File: src/rtl/branch_resolve_bht.sv
// EX-stage branch resolution with an integrated bimodal branch history table.
// Resolves conditional branches, flags mispredictions, trains PC-indexed saturating counters.
module branch_resolve_bht #(
  parameter int XLEN        = 32,
  parameter int BHT_ENTRIES = 64,
  parameter int CNT_BITS    = 2,
  parameter int PERF_BITS   = 32
) (
  input  logic                 clk_i,
  input  logic                 rst_ni,
  input  logic [XLEN-1:0]      if_pc_i,
  output logic                 pred_taken_o,
  input  logic                 ex_valid_i,
  input  logic                 stall_i,
  input  logic                 flush_i,
  input  logic                 Branch_i,
  input  logic [2:0]           funct3_i,
  input  logic                 BrEQ_i,
  input  logic                 BrLT_i,
  input  logic                 BrLTU_i,
  input  logic [XLEN-1:0]      ex_pc_i,
  input  logic [XLEN-1:0]      ex_target_i,
  input  logic                 ex_pred_taken_i,
  output logic                 BranchTaken_o,
  output logic                 mispredict_o,
  output logic [XLEN-1:0]      redirect_pc_o,
  output logic [PERF_BITS-1:0] branch_cnt_o,
  output logic [PERF_BITS-1:0] mispred_cnt_o
);

  localparam int IDX_W = $clog2(BHT_ENTRIES);
  localparam logic [CNT_BITS-1:0] CNT_WNT = CNT_BITS'((32'd1 << (CNT_BITS - 1)) - 32'd1);

  logic [CNT_BITS-1:0] bht [BHT_ENTRIES];
  logic [IDX_W-1:0]    if_idx;
  logic [IDX_W-1:0]    ex_idx;
  logic                cond;
  logic                resolve;
  logic                upd;
  logic                unused_pc_bits;

  assign if_idx = if_pc_i[IDX_W+1:2];
  assign ex_idx = ex_pc_i[IDX_W+1:2];
  assign unused_pc_bits = ^{if_pc_i[XLEN-1:IDX_W+2], if_pc_i[1:0]};

  // Prediction reads the stored counter directly; a same-cycle update is not bypassed.
  assign pred_taken_o = bht[if_idx][CNT_BITS-1];

  // NOTE: assign the default before the case so every path drives cond and no latch is inferred.
  always_comb begin
    cond = 1'b0;
    unique case (funct3_i)
      3'b000:  cond = BrEQ_i;
      3'b001:  cond = ~BrEQ_i;
      3'b100:  cond = BrLT_i;
      3'b101:  cond = ~BrLT_i;
      3'b110:  cond = BrLTU_i;
      3'b111:  cond = ~BrLTU_i;
      default: cond = 1'b0;
    endcase
  end

  assign resolve       = ex_valid_i & Branch_i & ~flush_i;
  assign upd           = resolve & ~stall_i;
  assign BranchTaken_o = resolve & cond;
  assign mispredict_o  = resolve & (cond != ex_pred_taken_i);
  assign redirect_pc_o = cond ? ex_target_i : ex_pc_i + XLEN'(4);

  // NOTE: the table is reset entry by entry, so it maps to flops rather than a RAM macro;
  // prediction must read weakly-not-taken everywhere right after reset.
  always_ff @(posedge clk_i) begin
    if (!rst_ni) begin
      for (int i = 0; i < BHT_ENTRIES; i++) begin
        bht[i] <= CNT_WNT;
      end
    end else if (upd) begin
      if (cond && (bht[ex_idx] != '1)) begin
        bht[ex_idx] <= bht[ex_idx] + CNT_BITS'(1);
      end else if (!cond && (bht[ex_idx] != '0)) begin
        bht[ex_idx] <= bht[ex_idx] - CNT_BITS'(1);
      end
    end
  end

  // Performance counters stick at all-ones instead of wrapping.
  always_ff @(posedge clk_i) begin
    if (!rst_ni) begin
      branch_cnt_o  <= '0;
      mispred_cnt_o <= '0;
    end else if (upd) begin
      if (branch_cnt_o != '1) begin
        branch_cnt_o <= branch_cnt_o + PERF_BITS'(1);
      end
      if (mispredict_o && (mispred_cnt_o != '1)) begin
        mispred_cnt_o <= mispred_cnt_o + PERF_BITS'(1);
      end
    end
  end

endmodule

File: config.mk
export PLATFORM = sky130hd
export DESIGN_NAME = branch_resolve_bht
export DESIGN_NICKNAME = d
export VERILOG_FILES = /design/src/rtl/branch_resolve_bht.sv
export SDC_FILE = /design/constraint.sdc
export NUM_CORES = 1
export LEC_CHECK = 0
export ABC_AREA = 1
export BUFFER_PORTS_ARGS = -buffer_cell sky130_fd_sc_hd__buf_2
export CAP_MARGIN = 20
export CORE_MARGIN = 2
export CORE_UTILIZATION = 45
export CTS_CLUSTER_SIZE = 20
export DETAILED_ROUTE_END_ITERATION = 10
export MAX_ROUTING_LAYER = met4
export PLACE_DENSITY = 0.73
export REMOVE_ABC_BUFFERS = 1
export SLEW_MARGIN = 20
export SYNTH_ARGS = -nofsm -noshare
export SYNTH_HDL_FRONTEND = slang
export SYNTH_SLANG_ARGS = --single-unit
File: constraint.sdc
create_clock -name clk_i -period 2.6 [get_ports clk_i]
set_clock_uncertainty 0.1 [all_clocks]
set_input_delay 0.52 -clock clk_i [delete_from_list [all_inputs] [get_ports clk_i]]
set_output_delay 0.52 -clock clk_i [all_outputs]
set_load 0.02 [all_outputs]
==> metrics.md <==
| Metric | Value |
|---|---|
| Status | complete, but fails checks |
| Failing checks | negative setup slack |
| RSZ-0062 raised after global routing | true |
| Clock Path Buffers | 2 |
| Pwr/cell area | 466.6 nW/um^2 |
| Core area | 27,030 um^2 |
| XOR/XNOR Fraction of Synth Area | 4.101% |
| Main combinational cell family by area after synthesis | simple AND/OR/NAND/NOR gates |
| First-pass GRT wire length | 59.18 mm |
| LEAKAGE | 6.947 nW |
| Clk slew on worst S/H paths | 0.07 ns |
| Fin crit period | 2.717 ns |
| Die area | 28,870 um^2 |
| Final setup fails | 5 |
| Synth unique cells | 41 |
| Worst EP required | 1.98 ns |
| Fill cell count | 2,492 |
| Antenna diodes | 0 |
| Initial antenna violation count | 0 |
| Synth Instances | 1,834 |
| Final worst slack | -0.1168 ns |
| CP Max Fanout | 3 |
| Arrival time worst endpoint | 2.10 ns |
| Number of port buffers | 181 |
| Crit. End Element | output port |
| Synth warnings | 0 |
| Fin Hold WS | 0.3883 ns |
| Clk_lat worst skew | 0.44 ns |
| Antenna-violating nets left | 0 |
| Maximum vdd drop | 0.3926 mV |
| Chip Width | 169.9 um |
| DRC viols | 0 |
| CTS tree | yes |
| Multi-input gate area | 6286 um^2 |
| CTS Hold Bufs | 0 |
| Placed cell count | 2,381 |
| Total GRT Usage | 26.42% |
| Routed length per placed instance | 15.82 um |
| Max-slew violations | 0 |
| Max_cap viols | 0 |
| DP Wirelength | 25.91 mm |
| Ys async rst share | 0% |
| Final Hold Viols | 0 |
| Vias | 13,064 |
| Reg area | 5125 um^2 |
| Worst Max-Slew Pin Slew | 0.5940 ns |
| Clk sinks | 192 |
| Share of post-route cells with drive strength above 1 | 19.87% |
| Vias in the first global route | 12,262 |
| Synth Register Bits | 192 |
| Die Y | 169.9 um |
| DRT iter0 DRCs | 1,603 |
| Mux share of post-synthesis cell area | 0% |
| Mapped cell area | 12,390 um^2 |
| Largest net degree at the start of global routing | 91 |
| Initial Util | 45.84% |
| Fmax achieved | 368.1 MHz |
| Top Ports | 208 |
| Std cell rows | 60 |
| Synth Area in Adders | 0.3030% |
| DRT Pass-1 Iters | 6 |
| Grt total ovfl | 0 |
| WL final | 38.45 mm |
| Root Driver | clkbuf_16 |
| NumNets Final | 2,188 |
| Setup WS pre-CTS | -0.4572 ns |
| Fraction of the mapped netlist area in simple logic gates | 36.54% |
| Area delta synth->final | 25.96% |
| Vias per cell | 5.376 |
| Slew margin rel. | 60.40% |
| Avg Inst Size Synth | 6.755 um^2 |
| Number of buffers created by CTS | 17 |
| Final non-filler cell total | 2,430 |
| Compound-Gate Fraction of Synth Area | 7.625% |
| Final period utilization | 104.5% |
| Sequential area share after synthesis | 41.37% |
| Critical path class | input pin to output port |
| Gpl congestion | 0.9447 |
| H-tree level count | 4 |
| Hold crit path type | flip-flop to flip-flop |
| Worst setup SP type | input pin |
| Top_reg_cell synth | edfxtp_1 |
| Post-synth EDFFs | 128 |
==> what timing repair did <==
item | in CTS | in global routing
gates resized for setup | 53 | 103
gates cloned | 0 | 5
pin swaps | 19 | 35
setup endpoints to repair | 26 | 168
buffers inserted | 3 | 10
==> worst max-delay path, stage by stage <==
cell     delay (ns)
buf_8          0.08
nand2_4        0.06
nor2_4         0.15
nand2_4        0.09
nor2_4         0.14
nand3_2        0.10
nor3_2         0.19
buf_4          0.15
nand4_1        0.10
xnor2_1        0.20
nand2_1        0.11
nand2_2        0.08
buf_6          0.12
==> state kept, by name, summed over array words and instances (netlist names) <==
signal         count
mispred_cnt_o     32
bht              128
branch_cnt_o      32
==> routing by layer <==
metal  track usage, %  wire length, um
met2            43.82            18600
met4            8.844              901
met5                -                0
met1            33.06            15570
met3            4.140             3373
==> final timing paths <==
kind / start / endpoint / slack (ns) / cells past startpoint
hold reg to reg: branch_cnt_o[3] / branch_cnt_o[4] / 0.39 / 2
setup / recovery: ex_pc_i[6] / redirect_pc_o[25] / -0.12 / 13
hold / removal: branch_cnt_o[3] / branch_cnt_o[4] / 0.39 / 2
setup reg to reg: bht[58][0] / bht[18][1] / 0.15 / 13
==> power breakdown <==
group / internal [mW] / switching, mW
Combinational: 0.465 / 0.849
Sequential: 3.28 / 0.0206
Clock: 1.46 / 1.21
Total: 5.20 / 2.08
==> cell usage in the layout, fill, tap and decap left out, types with 7 or more instances in the layout <==
master and n:
buf_6 16, nor2_4 10, nor3_1 40, nand2_1 552
o21ai_0 59, nand4_1 16, buf_12 18, nand3_2 7
dfxtp_1 64, o21ai_1 37, buf_4 107, nand3_1 151
clkbuf_16 25, nor2_1 269, a21oi_1 64, edfxtp_1 128
buf_2 160, inv_1 202, xnor2_1 11, nand2_2 9
xor2_1 46
==> synthesized netlist by cell type (7+ instances only) <==
cell type	n	area, um^2
edfxtp_1	128	3844
buf_1	7	26.28
xnor2_1	12	105.1
clkbuf_1	36	135.1
nor3_1	46	230.2
buf_2	33	165.2
o21ai_0	90	450.4
nand4_1	16	100.1
xor2_1	46	402.9
dfxtp_1	64	1281
inv_1	206	773.2
buf_6	7	78.83
nor2_1	281	1055
a21oi_1	68	340.3
o21ai_1	12	60.06
nand2_1	565	2121
nand3_1	157	785.8
==> logic make-up after synthesis <==
family,Yosys count
AOI/OAI and AO/OA,182
buffers and inverters,301
DFF,192
adders and majority gates,3
xor gates and xnor gates,58
and+or+nand+nor,1098
==> stage by stage <==
step | utilization, % | setup TNS (ns) | instance area, um^2 | power, mW
detailed placement | 53.09 | -100.29 | 14350 | 4.533
global route | 57.74 | -2.176 | 15600 | 7.516
CTS | 56.07 | -0.4645 | 15150 | 7.190
floorplan | - | -749.80 | 11940 | 3.926
finish | 57.74 | -0.1932 | 15600 | 7.280
global placement | 53.09 | -88.25 | 14350 | 4.509
==> cell type report <==
cell class | instances | share of cell area (%)
flip-flops and latches | 192 | 32.84
inverters | 212 | 5.188
repair buffers | 312 | 15.12
multi-input cells | 1341 | 40.29
clock inverters | 9 | 0.4170
well taps | 341 | 2.734
clock buffers | 23 | 3.408
No activity file was read; power rests on OpenSTA's default activity.
